===== config.mk =====
export PLATFORM = sky130hd
export DESIGN_NAME = register_file_32x32
export DESIGN_NICKNAME = d
export VERILOG_FILES = /design/src/rtl/register_file_32x32.sv
export SDC_FILE = /design/constraint.sdc
export NUM_CORES = 2
export LEC_CHECK = 0
export CORE_ASPECT_RATIO = 0.6
export CORE_MARGIN = 4
export CORE_UTILIZATION = 37
export CTS_CLUSTER_SIZE = 28
export DETAILED_ROUTE_END_ITERATION = 7
export GPL_TIMING_DRIVEN = 0
export PLACE_DENSITY = 0.49
export SETUP_SLACK_MARGIN = 0.3
export SYNTH_ARGS = -nofsm -noshare
export SYNTH_HDL_FRONTEND = slang
export SYNTH_SLANG_ARGS = --single-unit

===== constraint.sdc =====
create_clock -name C -period 2.1 [get_ports C]
set_clock_uncertainty 0.2 [all_clocks]
set_input_delay 0.315 -clock C [delete_from_list [all_inputs] [get_ports C]]
set_output_delay 0.315 -clock C [all_outputs]
set_load 0.03 [all_outputs]

===== src/rtl/register_file_32x32.sv =====
`default_nettype none
// ============================================================================
// Module      : register_file_32x32
// Description : 32 x 32-bit register file, one write port, two registered
//               read ports with read-before-write on a shared address.
// Revision    : 1.0 - initial release
// ============================================================================
module register_file_32x32 #(
    parameter int DATA_WIDTH = 32,
    parameter int ADDR_WIDTH = 5
) (
    input  logic                  C,
    input  logic                  nR,
    input  logic [ADDR_WIDTH-1:0] ADDR_W,
    input  logic [DATA_WIDTH-1:0] DATA_W,
    input  logic                  WRITE,
    input  logic [ADDR_WIDTH-1:0] ADDR_R1,
    input  logic [ADDR_WIDTH-1:0] ADDR_R2,
    input  logic                  READ,
    output logic [DATA_WIDTH-1:0] DATA_R1,
    output logic [DATA_WIDTH-1:0] DATA_R2
);

    localparam int c_DEPTH = 2 ** ADDR_WIDTH;

    logic [c_DEPTH-1:0]    w_load;
    logic [DATA_WIDTH-1:0] w_words [c_DEPTH];
    logic [DATA_WIDTH-1:0] r_data_r1;
    logic [DATA_WIDTH-1:0] r_data_r2;

    // 5-to-32 write decoder: at most one load enable is active
    always_comb begin
        w_load = '0;
        if (WRITE) begin
            w_load[ADDR_W] = 1'b1;
        end
    end

    genvar i;
    generate
        for (i = 0; i < c_DEPTH; i++) begin : g_reg
            logic [DATA_WIDTH-1:0] r_q;

            always_ff @(posedge C or negedge nR) begin
                if (!nR) begin
                    r_q <= '0;
                end else if (w_load[i]) begin
                    r_q <= DATA_W;
                end
            end

            assign w_words[i] = r_q;
        end
    endgenerate

    // Output registers sample pre-edge storage, giving read-before-write
    always_ff @(posedge C or negedge nR) begin
        if (!nR) begin
            r_data_r1 <= '0;
            r_data_r2 <= '0;
        end else if (READ) begin
            r_data_r1 <= w_words[ADDR_R1];
            r_data_r2 <= w_words[ADDR_R2];
        end
    end

    assign DATA_R1 = r_data_r1;
    assign DATA_R2 = r_data_r2;

endmodule
`default_nettype wire


== Word-level counts from Yosys, hierarchy flattened ==
Index checks and enable logic that the tools add are counted.
Cells by class
  div/mod/pow operators: 0
  add/subtract/negate cells: 0
  multiply operators: 0
  reduce and logical (&&, ||, !) cells: 1
  bitwise operators: 2
  order comparisons: 4
  multiplexer cells: 9
  shifts and indexed selects: 0
  eq/ne operators: 0
Operator list (number)
  $bmux 32 s5: 2
  $mux 32: 5
  $ge 6x6->1 const B: 2
  $not 5->6: 2
  $lt 5x6->1 const B: 1
  $demux 1 s5: 1
  $ge 5x1->1 const B: 1
  $logic_and 1x1->1: 1
  $mux 1: 1
Storage, ports and cells
  output and inout port bits: 64
  register bits after elaboration: 1088
  ROM bits: 0
  latch bits: 0
  input port bits: 51
  memory bits (writable): 0
  memories: 0

== Logic depth before layout (Yosys ltp) ==
  depth in word-level cells: 5
  mapped depth: 8

== Worst setup path after synthesis ==
No wires, ideal clock.
  path kind: in2reg
  start: in ADDR_W[0]
  end: reg g_reg[24].r_q[1]
  library setup time: 0.125 ns
  path buffers: 1
  stages: 4
  arrival time: 1.588 ns
  path slack: 0.187 ns
  path through: or3b_2 > nor2_4 > buf_6 > mux2_2
Between the ends
  cells in the longest elaborated chain, start to end: 5
Ends and longest elaborated chain
  from (decl): line 14  | input logic [ADDR_WIDTH-1:0] ADDR_W,
  $lt 5x6->1 (not written as such) or $ge 5x1->1 (tied branches): line 35  | w_load[ADDR_W] = 1'b1;
  $logic_and 1x1->1 (not written as such): line 35
  $mux 1 (not written as such): line 35
  $demux 1 s5 (*): line 35
  $mux 32 (*): line 34  | if (WRITE) begin
  to (signal assigned): line 46  | r_q <= '0;
  to (signal assigned): line 48  | r_q <= DATA_W;
  to (decl): line 42  | logic [DATA_WIDTH-1:0] r_q;
Every way passes the cells marked *; elsewhere a longest branch is shown, timed or not.
A chain may end at the register's enable or synchronous reset.

== Final worst setup path ==
  start: in ADDR_R2[1]
  end: reg r_data_r2[29] (netlist: DATA_R2[29])
Between the ends
  cells in the longest elaborated chain, start to end: 4
Ends and longest elaborated chain
  from (decl): line 18  | input logic [ADDR_WIDTH-1:0] ADDR_R2,
  $not 5->6 (not written as such): line 63  | r_data_r2 <= w_words[ADDR_R2];
  $bmux 32 s5: line 63
  $mux 32 (not written as such) (2 in series): line 63
  to (signal assigned): line 63
  to (decl): line 29  | logic [DATA_WIDTH-1:0] r_data_r2;
No other way between the ends. The select of a mux whose other input is x is not followed.

==> metrics <==
CTS buffer count between 100 and 150; initial antenna violation count 12; FP Rows roughly 110; CP max FO 10; fraction of layout cells with a size suffix above 1 38.8%; Achievable Freq slightly above 0.5 GHz; GRT Util Overall 34.1%; area leader, netlist dfrtp_1; crit-path cells clkdlybuf4s15_2 -> nor2b_4 -> buf_6 -> clkbuf_4 -> a22oi_1 -> a21oi_1 -> nor4_2 -> mux2_2; commonest non-fill, non-tap cell in the layout dfrtp_1; Area Overhead vs Synth 19.3%; DR iter-0 viols roughly 5700; CP Launch Type input pin; nets@finish 4881; Reg clk slew, reported paths around 0.06 ns; first-pass GRT wire length 382000 um; clk sinks 1088; Max stage delay on crit path between 0.3 and 0.4 ns; Psw approximately 0.020 W; peak supply drop between 0.7 and 0.8 mV; GP Congestion about 0.95; Hold WC Path Type in -> async; reg2reg start g_reg[21].r_q[28]$_DFFE_PN0P_; WP data arrival ~2.4 ns; Gate power share a little under a quarter; Int Pwr 0.0447 W; Root Buffer clkbuf_16; Worst Setup End Kind flop; DRC Markers 0; max cap viols 0; Synthesized Nets roughly 4600; final setup violation count 0; CTS tree built; Post-Syn Area per Cell between 10 and 15 um2; status complete, but fails checks; reg2reg end DATA_R2[28]$_DFFE_PN0P_; PD cells about 940 mW/mm2; Routed wire per std cell around 41 um; Unique masters post-synth 26; # port buffers about 110; most frequent cells in the layout dfrtp_1, mux2_2, mux2i_1; fin. max-slew vios 0; Crit Path Class in -> reg; Non-Filler Instances between 7000 and 8000; Clk Latency, worst-skew pair 0.80 ns; Hold Vio Cnt, Final approximately 300; Tcrit/Tclk final between 90% and 100%; Post-Route WL 287000 um; Sw Share a little under a third; Die Wd a little over 500 um; Die ar. around 0.16 mm2; Cells after Synth about 4500; sequential share of the synthesized area 46.9%; fin crit period ~1.9 ns; vias in the first global route between 40000 and 50000; dpl cells 6777; Slew headroom slightly below 30%; share of the synthesized area in the top cell type a little under half; top cells by area, synth dfrtp_1, mux2_2, mux2i_1; Post-Syn Area between 0.05 and 0.06 mm2; Final ANT Viol Nets 0; required time of the critical path between 2 and 3 ns; hold slack -0.697 ns; vias per cell approximately 6.4; path depth of the worst reg2reg path 5; Worst-Margin Slew 1.07 ns; clk buf depth 3; vias roughly 45000; drt first pass iters 6; H-tree depth 3; CORE AREA approximately 0.16 mm2; Die Height 315 um; Worst path slowest cell a21oi_1; I/O pin count roughly 120; Starting Density a little under two fifths; RSZ-0062 raised after global routing yes; critical path's top delay family buffers and inverters; HPWL Detailed 187000 um; P_leak between 30 and 40 nW; sequential share of power a little over two fifths; Synth Register Bits approximately 1100; Remaining Overflow, GRT 0; Synth Warn # 0; r2r setup slk roughly 0.17 ns; CP bufs+invs 3; failing checks hold timing; largest net degree at the start of global routing 162; clock share of power approximately 34%
-- state kept, by name, summed over array words and instances (netlist names) --
signal,flops
g.r_q,1024
DATA_R1,32
DATA_R2,32
-- how the worst max path moves through the flow --
stage	to	start	slack (ns)	cells after the start
after floorplan	DATA_R2[21]$_DFFE_PN0P_	ADDR_R2[2]	0.24	7
after detailed placement	DATA_R2[27]$_DFFE_PN0P_	ADDR_R2[2]	-2.52	8
after global placement	g_reg[0].r_q[24]$_DFFE_PN0P_	nR	-52.79	1
after global routing	DATA_R2[28]$_DFFE_PN0P_	g_reg[21].r_q[28]$_DFFE_PN0P_	0.14	5
final	DATA_R2[29]$_DFFE_PN0P_	ADDR_R2[1]	0.16	8
after CTS	g_reg[28].r_q[9]$_DFFE_PN0P_	WRITE	0.14	5
-- power groups by stage --
stage               clock network (W)  registers, W  logic, W
floorplan                           0        0.0280   0.00876
global placement                    0        0.0284    0.0132
detailed placement                  0        0.0284    0.0137
CTS                            0.0224        0.0280    0.0141
global route                   0.0233        0.0287    0.0155
finish                         0.0223        0.0282    0.0147
-- layer usage --
layer  vias to the layer above  global-route usage, %  wire, um
li1                      17700                      -         -
met1                     23800                   49.7    130000
met2                      2715                   45.3    111000
met3                       602                   12.8     34600
met4                         4                   12.8     12100
met5                         -                      0       144
-- metrics by stage --
stage          total power [W]  setup TNS (ns)  setup slack (ns)  util [%]  cell area (um2)
2_1_floorplan           0.0367               0             0.243         -            58400
3_3_place_gp            0.0416               -            -52.79      39.9            62100
3_5_place_dp            0.0421        -1191.15             -2.52      40.1            62400
4_1_cts                 0.0646               0             0.140      44.1            68600
5_1_grt                 0.0674               0             0.135      44.5            69200
6_report                0.0652               0             0.158      44.5            69300
-- synthesized netlist by cell type --
library cell	number
a22oi_1	512
dfrtp_1	1088
buf_6	35
nor3b_1	4
or3b_2	1
buf_2	100
a21oi_1	256
and2_1	2
nand2_1	19
nor2_1	15
nand3_1	2
mux2_2	1079
buf_1	33
nor3_1	1
and3b_1	1
or2_2	3
nor2_4	4
clkbuf_1	187
nand3b_1	4
nand2b_1	4
mux2_1	9
and3_1	1
nor2b_1	4
nor4_1	64
buf_4	96
mux2i_1	1024
-- final cells by class --
class / instances / area, um2
antenna: 12 / 30.0
buffer: 451 / 4110
clock buffer: 159 / 3330
clock inverter: 49 / 623
fill: 14400 / 86400
multi-input combinational: 3009 / 29500
sequential: 1088 / 27200
tap: 2109 / 2640
timing repair buffer: 168 / 1780
-- logic make-up (layout without fill, tap and decap cells) --
logic type | count (synthesis) | in the layout | share of synthesized area (%)
other | 0 | 12 | 0
buffers and inverters | 451 | 827 | 4.21
AND/OR/NAND/NOR | 129 | 129 | 1.30
flip-flops | 1088 | 1088 | 46.9
AO/OA/AOI/OAI | 768 | 768 | 8.83
multiplexers | 2112 | 2112 | 38.8
-- timing repair --
action                                  4_1_cts  5_1_grt
hold buffers                                  5        7
hold endpoints to repair                    164      138
endpoints found under the setup margin     1226     1360
pin swaps                                    34       10
resized for setup                          1033      155
setup buffers                                19       11
gates cloned                                  4        2
(Power assumes the default switching activity.)
